### config.mk
export PLATFORM = sky130hd
export DESIGN_NAME = zpu_irq_ctrl_flat
export DESIGN_NICKNAME = d
export VERILOG_FILES = /design/src/rtl/zpu_irq_pkg.sv /design/src/rtl/zpu_irq_ctrl_if.sv /design/src/rtl/zpu_irq_prio_enc.sv /design/src/rtl/zpu_irq_ctrl.sv /design/src/flat_wrapper.sv
export SDC_FILE = /design/constraint.sdc
export NUM_CORES = 1
export LEC_CHECK = 0
export ABC_AREA = 0
export CAP_MARGIN = 0
export CORE_ASPECT_RATIO = 0.9
export CORE_MARGIN = 3
export CORE_UTILIZATION = 51
export CTS_CLUSTER_DIAMETER = 100
export DETAILED_ROUTE_END_ITERATION = 12
export PLACE_DENSITY_LB_ADDON = 0.08
export SYNTH_ARGS = -nofsm -noshare
export SYNTH_HDL_FRONTEND = slang
export SYNTH_HIERARCHICAL = 1
export SYNTH_SLANG_ARGS = --single-unit
### constraint.sdc
create_clock -name clk -period 3.2 [get_ports clk]
set_clock_uncertainty 0.05 [all_clocks]
set_input_delay 0.48 -clock clk [delete_from_list [all_inputs] [get_ports clk]]
set_output_delay 0.48 -clock clk [all_outputs]
set_load 0.005 [all_outputs]
### src/rtl/zpu_irq_pkg.sv
// Shared constants and types for the ZPU vectored interrupt controller.
// Register indices, FSM state encodings and the STATUS word layout.
package zpu_irq_pkg;

  localparam int ID_W = 6;
  localparam int SP_W = 4;

  localparam logic [2:0] REG_ENABLE  = 3'd0;
  localparam logic [2:0] REG_PENDING = 3'd1;
  localparam logic [2:0] REG_VECBASE = 3'd2;
  localparam logic [2:0] REG_CTRL    = 3'd3;
  localparam logic [2:0] REG_STATUS  = 3'd4;

  typedef logic [1:0] irq_state_t;
  localparam irq_state_t ST_IDLE   = 2'd0;
  localparam irq_state_t ST_REQ    = 2'd1;
  localparam irq_state_t ST_ACTIVE = 2'd2;

  localparam int STAT_ID_LSB     = 0;
  localparam int STAT_ACTIVE_BIT = 8;
  localparam int STAT_REQ_BIT    = 9;
  localparam int STAT_LVL_LSB    = 12;

  function automatic logic [31:0] pack_status(input logic [ID_W-1:0] id,
                                              input logic active,
                                              input logic req,
                                              input logic [SP_W-1:0] lvl);
    logic [31:0] w;
    w = 32'd0;
    w[STAT_ID_LSB +: ID_W]  = id;
    w[STAT_ACTIVE_BIT]      = active;
    w[STAT_REQ_BIT]         = req;
    w[STAT_LVL_LSB +: SP_W] = lvl;
    return w;
  endfunction

endpackage

### src/rtl/zpu_irq_ctrl_if.sv
// Pipelined Wishbone slave bundle for the interrupt controller register port.
interface zpu_irq_ctrl_if;
  logic [4:0]  wb_adr_s;
  logic [31:0] wb_in_s;
  logic [31:0] wb_out_s;
  logic        wb_cyc_s;
  logic        wb_stb_s;
  logic        wb_we_s;
  logic        wb_ack_s;
  logic        wb_stall_s;

  modport slave (
    input  wb_adr_s, wb_in_s, wb_cyc_s, wb_stb_s, wb_we_s,
    output wb_out_s, wb_ack_s, wb_stall_s
  );

  modport master (
    output wb_adr_s, wb_in_s, wb_cyc_s, wb_stb_s, wb_we_s,
    input  wb_out_s, wb_ack_s, wb_stall_s
  );
endinterface

### src/rtl/zpu_irq_prio_enc.sv
// Lowest-index-wins priority encoder over the interrupt candidate vector.
module zpu_irq_prio_enc
  import zpu_irq_pkg::*;
#(
  parameter int num_irq = 8
) (
  input  logic [num_irq-1:0] req,
  output logic               valid,
  output logic [ID_W-1:0]    id
);

  // Scan from the top down so the lowest asserted index is the last to win.
  always_comb begin
    valid = 1'b0;
    id    = {ID_W{1'b0}};
    for (int i = num_irq - 1; i >= 0; i--) begin
      valid = valid | req[i];
      id    = req[i] ? ID_W'(i) : id;
    end
  end

endmodule

### src/rtl/zpu_irq_ctrl.sv
// Vectored multi-channel interrupt controller for the pipelined ZPU core.
// Optional nested preemption is enabled by defining ZPU_IRQ_NEST_EN.
module zpu_irq_ctrl
  import zpu_irq_pkg::*;
#(
  parameter int          num_irq     = 8,
  parameter int          pc_bit_size = 25,
  parameter int          vec_shift   = 4,
  parameter logic [31:0] edge_mask   = 32'h0,
  parameter int          nest_depth  = 4
) (
  input  logic                   clk,
  input  logic                   rst,
  zpu_irq_ctrl_if.slave          wb,
  input  logic [num_irq-1:0]     irq_src,
  output logic                   cpu_irq,
  output logic [pc_bit_size-1:0] interuptadr,
  input  logic                   interrutack,
  input  logic                   exitint
);

  localparam logic [num_irq-1:0] EDGE_MASK = edge_mask[num_irq-1:0];

  logic [num_irq-1:0]     sync1_r, sync2_r, prev_r;
  logic [num_irq-1:0]     rise_s, clr_s, pending_nx_s, cand_s;
  logic [num_irq-1:0]     pending_r, enable_r;
  logic [pc_bit_size-1:0] vecbase_r, vec_r, win_vec_s;
  logic                   gie_r;
  logic                   win_valid_s;
  logic [ID_W-1:0]        win_id_s, id_r, active_id_r;
  irq_state_t             state_r;
  logic                   cpu_irq_r, take_s;
  logic                   wb_req_s, wb_wr_s;
  logic [2:0]             reg_idx_s;
  logic                   ack_r;
  logic [31:0]            dout_r, rd_data_s;
  logic [SP_W-1:0]        lvl_s;
  logic                   unused_s;

  function automatic logic [pc_bit_size-1:0] calc_vec(input logic [pc_bit_size-1:0] base,
                                                      input logic [ID_W-1:0] id);
    logic [pc_bit_size-1:0] ext;
    ext = pc_bit_size'(id);
    return base + (ext << vec_shift);
  endfunction

  assign wb_req_s  = wb.wb_cyc_s & wb.wb_stb_s;
  assign wb_wr_s   = wb_req_s & wb.wb_we_s;
  assign reg_idx_s = wb.wb_adr_s[4:2];
  assign take_s    = (state_r == ST_REQ) & interrutack;
  assign rise_s    = sync2_r & ~prev_r;
  assign cand_s    = gie_r ? (pending_r & enable_r) : {num_irq{1'b0}};
  assign win_vec_s = calc_vec(vecbase_r, win_id_s);
  assign unused_s  = ^{wb.wb_adr_s[1:0], wb.wb_in_s};

  zpu_irq_prio_enc #(.num_irq(num_irq)) u_prio (
    .req   (cand_s),
    .valid (win_valid_s),
    .id    (win_id_s)
  );

  // Two-flop synchroniser plus one history stage for rising-edge detection.
  always_ff @(posedge clk or negedge rst) begin
    if (!rst) begin
      sync1_r <= {num_irq{1'b0}};
      sync2_r <= {num_irq{1'b0}};
      prev_r  <= {num_irq{1'b0}};
    end else begin
      sync1_r <= irq_src;
      sync2_r <= sync1_r;
      prev_r  <= sync2_r;
    end
  end

  // Edge bits: clear from software or acknowledge, a new edge always wins.
  always_comb begin
    clr_s = {num_irq{1'b0}};
    for (int i = 0; i < num_irq; i++) begin
      clr_s[i] = take_s && (id_r == ID_W'(i));
    end
    if (wb_wr_s && (reg_idx_s == REG_PENDING)) begin
      clr_s = clr_s | wb.wb_in_s[num_irq-1:0];
    end else begin
      clr_s = clr_s;
    end
    pending_nx_s = (((pending_r & ~clr_s) | rise_s) & EDGE_MASK) | (sync2_r & ~EDGE_MASK);
  end

`ifdef ZPU_IRQ_NEST_EN
  logic [ID_W-1:0] stack_r [nest_depth];
  logic [SP_W-1:0] sp_r;
  logic [ID_W-1:0] pop_id_s;
  logic            push_s, pop_s;

  assign push_s = (state_r == ST_ACTIVE) && !exitint && win_valid_s &&
                  (win_id_s < active_id_r) && (sp_r < SP_W'(nest_depth));
  assign pop_s  = (state_r == ST_ACTIVE) && exitint && (sp_r != {SP_W{1'b0}});
  assign lvl_s  = sp_r;

  // Select the entry on top of the preemption stack.
  always_comb begin
    pop_id_s = {ID_W{1'b0}};
    for (int i = 0; i < nest_depth; i++) begin
      pop_id_s = (sp_r == SP_W'(i + 1)) ? stack_r[i] : pop_id_s;
    end
  end

  // Preemption stack holding interrupted active ids.
  always_ff @(posedge clk or negedge rst) begin
    if (!rst) begin
      sp_r <= {SP_W{1'b0}};
      for (int i = 0; i < nest_depth; i++) stack_r[i] <= {ID_W{1'b0}};
    end else if (pop_s) begin
      sp_r <= sp_r - SP_W'(1);
    end else if (push_s) begin
      sp_r <= sp_r + SP_W'(1);
      for (int i = 0; i < nest_depth; i++) begin
        if (sp_r == SP_W'(i)) stack_r[i] <= active_id_r;
      end
    end
  end
`else
  localparam int unused_nest_depth = nest_depth;
  assign lvl_s = {SP_W{1'b0}};
`endif

  // Configuration registers and pending state.
  always_ff @(posedge clk or negedge rst) begin
    if (!rst) begin
      enable_r  <= {num_irq{1'b0}};
      pending_r <= {num_irq{1'b0}};
      vecbase_r <= {pc_bit_size{1'b0}};
      gie_r     <= 1'b0;
    end else begin
      pending_r <= pending_nx_s;
      if (wb_wr_s && (reg_idx_s == REG_ENABLE))  enable_r  <= wb.wb_in_s[num_irq-1:0];
      if (wb_wr_s && (reg_idx_s == REG_VECBASE)) vecbase_r <= wb.wb_in_s[pc_bit_size-1:0];
      if (wb_wr_s && (reg_idx_s == REG_CTRL))    gie_r     <= wb.wb_in_s[0];
    end
  end

  // Register read multiplexer.
  always_comb begin
    case (reg_idx_s)
      REG_ENABLE:  rd_data_s = 32'(enable_r);
      REG_PENDING: rd_data_s = 32'(pending_r);
      REG_VECBASE: rd_data_s = 32'(vecbase_r);
      REG_CTRL:    rd_data_s = {31'd0, gie_r};
      REG_STATUS:  rd_data_s = pack_status(active_id_r, state_r == ST_ACTIVE, cpu_irq_r, lvl_s);
      default:     rd_data_s = 32'd0;
    endcase
  end

  // Zero-wait-state acknowledge with read data registered alongside it.
  always_ff @(posedge clk or negedge rst) begin
    if (!rst) begin
      ack_r  <= 1'b0;
      dout_r <= 32'd0;
    end else begin
      ack_r <= wb_req_s;
      if (wb_req_s && !wb.wb_we_s) dout_r <= rd_data_s;
    end
  end

  // Request/acknowledge/return handshake with the core; vector frozen in REQ.
  always_ff @(posedge clk or negedge rst) begin
    if (!rst) begin
      state_r     <= ST_IDLE;
      cpu_irq_r   <= 1'b0;
      vec_r       <= {pc_bit_size{1'b0}};
      id_r        <= {ID_W{1'b0}};
      active_id_r <= {ID_W{1'b0}};
    end else begin
      case (state_r)
        ST_IDLE: begin
          if (win_valid_s) begin
            state_r   <= ST_REQ;
            cpu_irq_r <= 1'b1;
            id_r      <= win_id_s;
            vec_r     <= win_vec_s;
          end
        end
        ST_REQ: begin
          if (interrutack) begin
            state_r     <= ST_ACTIVE;
            cpu_irq_r   <= 1'b0;
            active_id_r <= id_r;
          end
        end
        ST_ACTIVE: begin
`ifdef ZPU_IRQ_NEST_EN
          if (pop_s) begin
            active_id_r <= pop_id_s;
          end else if (exitint) begin
            state_r <= ST_IDLE;
          end else if (push_s) begin
            state_r   <= ST_REQ;
            cpu_irq_r <= 1'b1;
            id_r      <= win_id_s;
            vec_r     <= win_vec_s;
          end
`else
          if (exitint) state_r <= ST_IDLE;
`endif
        end
        default: begin
          state_r   <= ST_IDLE;
          cpu_irq_r <= 1'b0;
        end
      endcase
    end
  end

  assign cpu_irq       = cpu_irq_r;
  assign interuptadr   = vec_r;
  assign wb.wb_out_s   = dout_r;
  assign wb.wb_ack_s   = ack_r;
  assign wb.wb_stall_s = 1'b0;

endmodule

### src/flat_wrapper.sv
// flat-port wrapper written by rule: the top's interface ports become plain ports
module zpu_irq_ctrl_flat import zpu_irq_pkg::*;
#(
  parameter int          num_irq     = 8,
  parameter int          pc_bit_size = 25,
  parameter int          vec_shift   = 4,
  parameter logic [31:0] edge_mask   = 32'h0,
  parameter int          nest_depth  = 4
)
  (clk, rst, irq_src, cpu_irq, interuptadr, interrutack, exitint, wb_wb_adr_s, wb_wb_in_s, wb_wb_cyc_s, wb_wb_stb_s, wb_wb_we_s, wb_wb_out_s, wb_wb_ack_s, wb_wb_stall_s);
  zpu_irq_ctrl_if wb_i ();
  input  logic clk;
  input  logic rst;
  input  logic [num_irq-1:0] irq_src;
  output logic cpu_irq;
  output logic [pc_bit_size-1:0] interuptadr;
  input  logic interrutack;
  input  logic exitint;
  input wire logic [$bits(wb_i.wb_adr_s)-1:0] wb_wb_adr_s;
  input wire logic [$bits(wb_i.wb_in_s)-1:0] wb_wb_in_s;
  input wire logic [$bits(wb_i.wb_cyc_s)-1:0] wb_wb_cyc_s;
  input wire logic [$bits(wb_i.wb_stb_s)-1:0] wb_wb_stb_s;
  input wire logic [$bits(wb_i.wb_we_s)-1:0] wb_wb_we_s;
  output wire logic [$bits(wb_i.wb_out_s)-1:0] wb_wb_out_s;
  output wire logic [$bits(wb_i.wb_ack_s)-1:0] wb_wb_ack_s;
  output wire logic [$bits(wb_i.wb_stall_s)-1:0] wb_wb_stall_s;
  assign wb_i.wb_adr_s = wb_wb_adr_s;
  assign wb_i.wb_in_s = wb_wb_in_s;
  assign wb_i.wb_cyc_s = wb_wb_cyc_s;
  assign wb_i.wb_stb_s = wb_wb_stb_s;
  assign wb_i.wb_we_s = wb_wb_we_s;
  assign wb_wb_out_s = wb_i.wb_out_s;
  assign wb_wb_ack_s = wb_i.wb_ack_s;
  assign wb_wb_stall_s = wb_i.wb_stall_s;
  zpu_irq_ctrl #(.num_irq(num_irq), .pc_bit_size(pc_bit_size), .vec_shift(vec_shift), .edge_mask(edge_mask), .nest_depth(nest_depth)) u_core (.clk(clk), .rst(rst), .wb(wb_i), .irq_src(irq_src), .cpu_irq(cpu_irq), .interuptadr(interuptadr), .interrutack(interrutack), .exitint(exitint));
endmodule
== After elaboration in Yosys (flattened, before gate mapping) ==
Index checks and enable logic that the tools add are counted.

* Flip-flop bits (word level): 131

* Reductions and logical operators: 11
* Bitwise operators: 11
* Mux-type cells: 17
* Equal/unequal tests: 9
* $add $sub $neg: 1

{| class="wikitable"
|+ Operator list
! operator !! count
|-
| $pmux 25 s5 || 1
|-
| $add 25x7->25 || 1
|-
| $mux 3 || 8
|-
| $and 8x8->8 || 1
|-
| $mux 8 || 1
|-
| $or 1x1->1 || 7
|-
| $eq 3x2->1 const B || 2
|-
| $mux 2 || 3
|-
| $ne 2x2->1 const B || 3
|-
| $pmux 2 s3 || 1
|-
| $reduce_and 3->1 || 2
|-
| $logic_and 1x1->1 || 4
|-
| $reduce_and 2->1 || 2
|-
| $eq 3x1->1 const B || 1
|-
| $eq 3x3->1 const B || 1
|-
| $logic_not 3->1 || 1
|-
| $pmux 1 s3 || 1
|-
| $and 1x1->1 || 2
|-
| $eq 2x1->1 const B || 1
|-
| $eq 2x2->1 const B || 1
|-
| $logic_not 2->1 || 1
|-
| $mux 1 || 2
|-
| $logic_not 1->1 || 1
|-
| $not 1->1 || 1
|}

== Longest topological paths before layout ==
Gate-level depths: netlist (run 1).

* Word-level depth: 11
* Mapped depth: 11
* Depth with buffers taken out: 11

== Modules after synthesis ==
Netlist (run 1), hierarchy kept.

{| class="wikitable"
|+ By module, submodules not included
! module !! instances !! cells an instance !! area an instance (um2)
|-
| zpu_irq_ctrl || 1 || 440 || 5190.0
|-
| zpu_irq_prio_enc || 1 || 17 || 106.4
|}

== Worst setup path before layout (run 1) ==
Ideal clock, no wire load.

* Kind: register -> register
* From: register u_core.gie_r
* To: register u_core.vec_r[22], in the netlist u_core/interuptadr[22]
* Path buffers: 0
* Data arrival time: 2394 ps
* Setup slack: 674 ps
* Stages on the path, launching flop included: 10
* Library setup time: 82 ps
* Cell sequence: dfrtp_1 > and3_1 > o41ai_1 > ha_1 > fa_1 > a21oi_1 > o211ai_2 > nand3_2 > or3_1 > a31oi_1

* Elaborated cells on any way between the ends: 18
* Those cells by class: add/sub: 1; mux: 9; bitwise: 7; reduce/logical: 1

{| class="wikitable"
|+ RTL lines
! what !! RTL line !! RTL
|-
| start, declared || zpu_irq_ctrl.sv:28 || <nowiki>logic gie_r;</nowiki>
|-
| start signal, assigned || zpu_irq_ctrl.sv:138 || <nowiki>if (wb_wr_s && (reg_idx_s == REG_CTRL)) gie_r <= wb.wb_in_s[0];</nowiki>
|-
| $mux 8 || zpu_irq_ctrl.sv:52 || <nowiki>assign cand_s = gie_r ? (pending_r & enable_r) : {num_irq{1'b0}};</nowiki>
|-
| via u_core.cand_s[2] || zpu_irq_ctrl.sv:25 || <nowiki>logic [num_irq-1:0] rise_s, clr_s, pending_nx_s, cand_s;</nowiki>
|-
| $mux 3 (3 in a row) || zpu_irq_prio_enc.sv:18 || <nowiki>id = req[i] ? ID_W'(i) : id;</nowiki>
|-
| via u_core.win_id_s[0] || zpu_irq_ctrl.sv:30 || <nowiki>logic [ID_W-1:0] win_id_s, id_r, active_id_r;</nowiki>
|-
| $add 25x7->25 || zpu_irq_ctrl.sv:44 || <nowiki>return base + (ext << vec_shift);</nowiki>
|-
| end signal, assigned || zpu_irq_ctrl.sv:170 || <nowiki>vec_r <= {pc_bit_size{1'b0}};</nowiki>
|-
| end signal, assigned || zpu_irq_ctrl.sv:180 || <nowiki>vec_r <= win_vec_s;</nowiki>
|-
| end, declared || zpu_irq_ctrl.sv:27 || <nowiki>logic [pc_bit_size-1:0] vecbase_r, vec_r, win_vec_s;</nowiki>
|}

The timed path passes the listed nets, and every way through them passes these cells.
A chain may end at the register's enable or synchronous reset.

== Worst setup path in the final report (run 1) ==
* From: register u_core.gie_r
* To: register u_core.vec_r[22], in the netlist u_core/interuptadr[22]

* Elaborated cells on any way between the ends: 18
* Those cells by class: add/sub: 1; mux: 9; bitwise: 7; reduce/logical: 1

{| class="wikitable"
|+ RTL lines
! what !! RTL line
|-
| $mux 8 || zpu_irq_ctrl.sv:52
|-
| via u_core.cand_s[5] || zpu_irq_ctrl.sv:25
|-
| $mux 3 (6 in a row) || zpu_irq_prio_enc.sv:18
|-
| via u_core.win_id_s[2] || zpu_irq_ctrl.sv:30
|-
| $add 25x7->25 || zpu_irq_ctrl.sv:44
|}

The timed path passes the listed nets, and every way through them passes these cells.

==> flow_summary_export.csv, run 1 <==
group,metric,value,unit
status,outcome,"complete, no violations",
clock_tree,clk_latency,0.41,ns
logic_synthesis,async_flop_share,100,%
worst_setup_path,critPathLaunchType,"register",
sta,hold_ws,0.291,ns
worst_setup_path,critPathRequiredTime,3.48,ns
logic_synthesis,yosys-top-cells-area,"dfrtp_1, mux2_1, nand2_1",
layout,layout_common_cells,"dfrtp_1, clkdlybuf4s50_1, nand2_1, mux2_1, o21ai_1",
worst_setup_path,startpoint,"u_core/gie_r$_DFFE_PN0P_",
logic_synthesis,synth-edff-count,0,
layout,area_growth_syn_to_layout,32.9,%
grt,grt_util_met2,34.0,%
sta,setup_viol,0,
logic_synthesis,synth_top_area_cell,"dfrtp_1",
layout,fillers,762,
layout,fin_nets,622,
clock_tree,cts_tree,"built",
grt,grt_pass1_vias,3842,
grt,grt_pass1_wl,20000,um
logic_synthesis,synth_top_area_share,58.6,%
sta,timing.final.crit_period,2.99,ns
layout,drive_above_1_share,9.90,%
placed_design,numPortBuffers,94,
min_path,hold_path.class,"reg2reg",
worst_setup_path,r2r_cells,9,
sta,clock.fmax,334,MHz
route,drt_wl_total,12400,um
logic_synthesis,synth_warnings,6,
worst_setup_path,crit_path_max_fanout,10,
worst_setup_path,regToRegStartpoint,"u_core/gie_r$_DFFE_PN0P_",
sta,setup_tns,0,ns
route,viasPerCell,5.49,
die,rows,34,
placed_design,dp_hpwl,8550,um
logic_synthesis,syn_inst,457,
power_and_ir_drop,peakVddDrop,522,uV
route,remaining_drc_errors,0,
logic_synthesis,synth_top_flop_cell,"dfrtp_1",
grt,grt_use_met3,4.28,%
die,die_w,113,um
logic_synthesis,ys_ff_latch,124,
grt,antenna_found_initial,0,
worst_setup_path,worstPathArrival,3.27,ns
die,io_pins,112,
clock_tree,clock_sinks,124,
grt,grt_busiest_layer,"met2",
logic_synthesis,synth-simple-area-share,12.1,%
logic_synthesis,ys_types,51,
logic_synthesis,synth_area,0.00530,mm2
sta,drv_slew,0,
route,via_count,3852,
worst_setup_path,crit_type,"reg2reg",
logic_synthesis,synthAdderAreaFrac,1.80,%
logic_synthesis,synth_top_family_by_area,"simple AND/OR/NAND/NOR gates",
power_and_ir_drop,p_leak,3.23,nW
clock_tree,cts_made_buffers,17,
worst_setup_path,endpoint_kind,"register",
logic_synthesis,ys_seq_area_share,58.6,%
grt,use_met1,32.7,%
layout,antenna_cells,0,
worst_setup_path,r2r_end,"u_core/interuptadr[22]$_DFFE_PN0P_",
power_and_ir_drop,power.total,5.39,mW
worst_setup_path,worst-r2r-setup-slack,0.21,ns
clock_tree,cts_buffer_depth,2,
sta,finalHoldViolCount,0,
route,drt_iter0_markers,317,
sta,relSlewSlack,61.9,%
die,die_h,103,um
worst_setup_path,endpoint,"u_core/interuptadr[22]$_DFFE_PN0P_",
flow_run,max-cap-violations,0,
sta,worst_slew_pin_slew,0.566,ns
die,dieArea,0.0116,mm2
layout,final_core_util,71.0,%
clock_tree,path_clk_slew,0.06,ns
grt,grt.overflow.total,0,
logic_synthesis,synthXorXnorAreaFrac,2.98,%
grt,grt_max_degree,88,
logic_synthesis,synth_compound_area_share,10.8,%
grt,track_usage,22.5,%
placed_design,place_inst,668,
route,wire_per_inst,17.6,um
route,drt.antenna.violating_nets,0,
power_and_ir_drop,powerDensity,765,mW/mm2
logic_synthesis,muxShareOfSynthArea,10.0,%
clock_tree,htreeDepth,4,
layout,final_common_cell,"dfrtp_1",
die,floorplan.initialDensity,53.4,%
clock_tree,clockRootBuffer,"clkbuf_16",
die,core_region_area,0.00991,mm2
route,first_pass_iters,5,
sta,rsz0062_at_grt,"no",
logic_synthesis,syn_avg_cell_area,11.6,um2
placed_design,place_congestion,0.908,
sta,period_share,93.5,%
layout,finalNonFillerCells,702,
## cell families after synthesis
| logic type | after synthesis |
|---|---|
| AO/OA/AOI/OAI | 87 |
| XOR/XNOR | 18 |
| adder cells (fa/ha/maj) | 7 |
| buffers and inverters | 34 |
| flip-flops | 124 |
| multiplexers | 48 |
| other | 2 |
| AND/OR/NAND/NOR | 137 |
## sequential cells by signal, summed over array words and instances (netlist names), 2 cells and up
name                 flops
u_core/interuptadr      25
u_core/vecbase_r        25
u_core/wb.wb_out_s      25
u_core/enable_r          8
u_core/pending_nx_s      8
u_core/pending_r         8
u_core/sync1_r           8
u_core/active_id_r       6
u_core/id_r              6
u_core/state_r           2
## routing by layer
layer / part of all wire [%] / up-vias / routed length [um]
met2: 45 / 118 / 5620
met4: 1.3 / 0 / 156
met5: 0 / - / 0
met1: 48 / 1928 / 5950
li1: - / 1794 / -
met3: 5.2 / 12 / 637
## stage by stage
stage	setup slack, ns	area, um2
after floorplan	0.674	5330
after global placement	0.293	6380
after detailed placement	0.129	6380
after CTS	0.119	7020
after global routing	0.0406	7040
final	0.208	7040
## power breakdown
part           leakage (nW)  total, mW  internal (mW)  switching, mW
registers              1.58       2.17           1.90          0.277
clock network         0.309       2.06           1.32          0.739
logic                  1.35       1.16          0.632          0.526
total                  3.23       5.39           3.85           1.54
## layout make-up
type	instances	area, um2	share of cell area [%]
Sequential cell	124	3100	44.1
Multi-Input combinational cell	308	2050	29.1
Timing Repair Buffer	107	1080	15.3
Clock buffer	17	425	6.04
Clock inverter	15	211	3.00
Tap cell	126	158	2.24
Inverter	5	18.8	0.267
## cells in the mapped netlist (2+ instances only)
| master | count |
|---|---|
| o21ai_0 | 3 |
| nand3b_1 | 2 |
| or3_1 | 2 |
| o31ai_1 | 2 |
| nand3_1 | 7 |
| mux2_1 | 35 |
| nor2_1 | 17 |
| a21oi_1 | 16 |
| xor2_1 | 16 |
| nand2b_1 | 2 |
| nand2_1 | 74 |
| mux2_2 | 6 |
| conb_1 | 2 |
| a22o_1 | 23 |
| buf_4 | 13 |
| inv_1 | 5 |
| dfrtp_1 | 124 |
| clkbuf_1 | 11 |
| nand4_1 | 5 |
| o21ai_1 | 27 |
| xnor2_1 | 2 |
| a211oi_1 | 3 |
| ha_1 | 6 |
| buf_2 | 3 |
| o22ai_1 | 2 |
| and2_1 | 2 |
| and3_1 | 12 |
| nor2b_1 | 5 |
| o211ai_1 | 2 |
| mux2i_1 | 7 |
## worst max-delay path, cell delays in order, from the launching register on
cell and delay, ns:
dfrtp_1 0.47, and3_1 0.25, nor4_1 0.54, nor2b_1 0.14
ha_1 0.38, a21oi_1 0.14, o211ai_2 0.34, nand3_2 0.10
or3_1 0.32, a31oi_1 0.18
## worst min-delay path by stage
stage | start | to | slack [ns] | depth (start not counted)
floorplan | rst | u_core/active_id_r[0]$_DFFE_PN0P_ | 0.13 | 0
global placement | u_core/pending_nx_s[5]$_DFF_PN0_ | u_core/pending_r[5]$_DFF_PN0_ | 0.28 | 0
detailed placement | u_core/sync1_r[6]$_DFF_PN0_ | u_core/pending_nx_s[6]$_DFF_PN0_ | 0.29 | 0
CTS | u_core/pending_nx_s[6]$_DFF_PN0_ | u_core/pending_r[6]$_DFF_PN0_ | 0.30 | 0
global route | u_core/pending_nx_s[6]$_DFF_PN0_ | u_core/pending_r[6]$_DFF_PN0_ | 0.30 | 0
finish | u_core/pending_nx_s[6]$_DFF_PN0_ | u_core/pending_r[6]$_DFF_PN0_ | 0.29 | 0
## repair_timing
action / in CTS / in global routing
hold endpoints to repair: 37 / 0
endpoints found under the setup margin: 0 / 6
hold buffers: 1 / 0
setup buffers: 0 / 1
resized for setup: 0 / 1
No activity file was read; power rests on OpenSTA's default activity.
==> run 2: changes to the inputs <==
CORE_ASPECT_RATIO = unset   (was 0.9)
==> run 2 against run 1 <==
Effect of this change: worst hold slack got worse by 0.28 ns; cell count is 1.0% higher; sequential share of layout area grew 0.32 points; clock power is 7% lower; critical path type unchanged; largest cell class unchanged.
==> flow_summary_export.csv, run 2 (synthesis gave the netlist of run 1 again) <==
group,metric,value,unit
worst_setup_path,cpPeakStageDelay,0.47,ns
layout,layout_common_cells,"dfrtp_1, clkdlybuf4s50_1, nand2_1, mux2_1, o21ai_1",
route,remaining_drc_errors,0,
clock_tree,cts_made_buffers,17,
clock_tree,path_clk_slew,0.06,ns
placed_design,numPortBuffers,94,
worst_setup_path,crit_family,"compound AO/OA/AOI/OAI gates",
power_and_ir_drop,powerDensity,749,mW/mm2
placed_design,pre_cts_ws,0.237,ns
clock_tree,clock_sinks,124,
layout,fillers,736,
die,die_h,108,um
layout,seq_area,0.00310,mm2
worst_setup_path,crit_buf_inv,0,
layout,fin_nets,622,
sta,worst_slew_pin_slew,1.17,ns
die,floorplan.initialDensity,53.2,%
worst_setup_path,worstPathArrival,3.24,ns
sta,setup_viol,0,
layout,antenna_cells,0,
sta,clock.fmax,344,MHz
sta,period_share,90.8,%
clock_tree,clockRootBuffer,"clkbuf_8",
sta,rsz0062_at_grt,"no",
grt,grt.overflow.total,0,
power_and_ir_drop,p_leak,3.20,nW
route,drt.antenna.violating_nets,0,
placed_design,place_inst,676,
route,wire_per_inst,16.7,um
clock_tree,cts_tree,"built",
die,io_pins,112,
layout,fin_area,0.00699,mm2
worst_setup_path,cp_cell_sequence,"and3_1, nor2b_1, o21bai_1, o41ai_2, ha_1, fa_1, a21oi_1, o211ai_2, nand3_1, xor2_1, o21ai_1",
grt,antenna_found_initial,0,
die,dieArea,0.0116,mm2
layout,multi_input_area,0.00205,mm2
clock_tree,htreeDepth,4,
worst_setup_path,r2r_cells,11,
die,core_region_area,0.00995,mm2
grt,grt_busiest_layer,"met2",
route,viasPerCell,5.33,
sta,relSlewSlack,21.8,%
route,drt_wl_total,11800,um
placed_design,placed_cell_area,0.00637,mm2
sta,timing.final.crit_period,2.91,ns
worst_setup_path,cp_slowest_cell,"dfrtp_1",
route,via_count,3776,
grt,grt_use_met3,5.82,%
layout,final_core_util,70.2,%
flow_run,max-cap-violations,0,
die,rows,36,
power_and_ir_drop,peakVddDrop,416,uV
min_path,hold_path.class,"in2async",
layout,finalNonFillerCells,709,
worst_setup_path,critPathRequiredTime,3.53,ns
layout,final_common_cell,"dfrtp_1",
sta,finalHoldViolCount,0,
grt,track_usage,22.0,%
sta,setup_tns,0,ns
clock_tree,cts_buffer_depth,2,
route,drt_iter0_markers,185,
sta,fin_ws,0.294,ns
route,first_pass_iters,4,
grt,grt_pass1_wl,19600,um
worst_setup_path,critPathLaunchType,"register",
worst_setup_path,path_depth,11,
worst_setup_path,crit_type,"reg2reg",
sta,drv_slew,0,
grt,grt_pass1_vias,3826,
status,outcome,"complete, no violations",
layout,area_growth_syn_to_layout,32.0,%
grt,grt_util_met2,34.2,%
grt,use_met1,31.4,%
placed_design,dp_hpwl,8220,um
layout,drive_above_1_share,10.1,%
die,die_w,108,um
worst_setup_path,endpoint_kind,"register",
worst_setup_path,crit_path_max_fanout,10,
grt,grt_max_degree,64,
clock_tree,clk_latency,0.51,ns
placed_design,place_congestion,0.860,
## run 2: cell type report
class / count / share of cell area (%)
Clock inverter: 13 / 2.35
Inverter: 5 / 0.269
Timing Repair Buffer: 107 / 15.0
Tap cell: 133 / 2.38
Sequential cell: 124 / 44.4
Clock buffer: 19 / 6.32
Multi-Input combinational cell: 308 / 29.3
## run 2: timing repair
item	in CTS	in global routing
buffers inserted	0	1
endpoints found under the setup margin	0	3
hold buffers	0	0
resized for setup	0	1
## run 2: through the flow
stage | power [mW] | hold WS [ns]
final | 5.23 | 0.0110
after floorplan | 2.71 | 0.134
after global routing | 5.53 | 0.0431
after CTS | 5.27 | 0.0276
after detailed placement | 3.32 | 0.285
after global placement | 3.28 | 0.282
## run 2: power by group
part	internal, mW	switching, mW	leakage (nW)	total [mW]
clock network	1.23	0.692	0.283	1.92
logic	0.629	0.519	1.34	1.15
registers	1.90	0.266	1.58	2.16
total	3.76	1.48	3.20	5.23
## run 2: worst paths after layout
path,from,endpoint,slack (ns)
hold / removal,rst,u_core/state_r[0]$_DFFE_PN0P_,0.01
min in group clk,u_core/pending_nx_s[1]$_DFF_PN0_,u_core/pending_r[1]$_DFF_PN0_,0.30
setup reg to reg,u_core/gie_r$_DFFE_PN0P_,u_core/interuptadr[20]$_DFFE_PN0P_,0.29
setup / recovery,u_core/gie_r$_DFFE_PN0P_,u_core/interuptadr[20]$_DFFE_PN0P_,0.29
max in group asynchronous,rst,u_core/pending_r[2]$_DFF_PN0_,2.18
hold reg to reg,u_core/pending_nx_s[1]$_DFF_PN0_,u_core/pending_r[1]$_DFF_PN0_,0.30
## run 2: per-layer routing
metal	share of wire (%)	wire (um)
met2	47	5520
met5	0	0
met3	5.9	699
met1	47	5540
met4	0.55	65
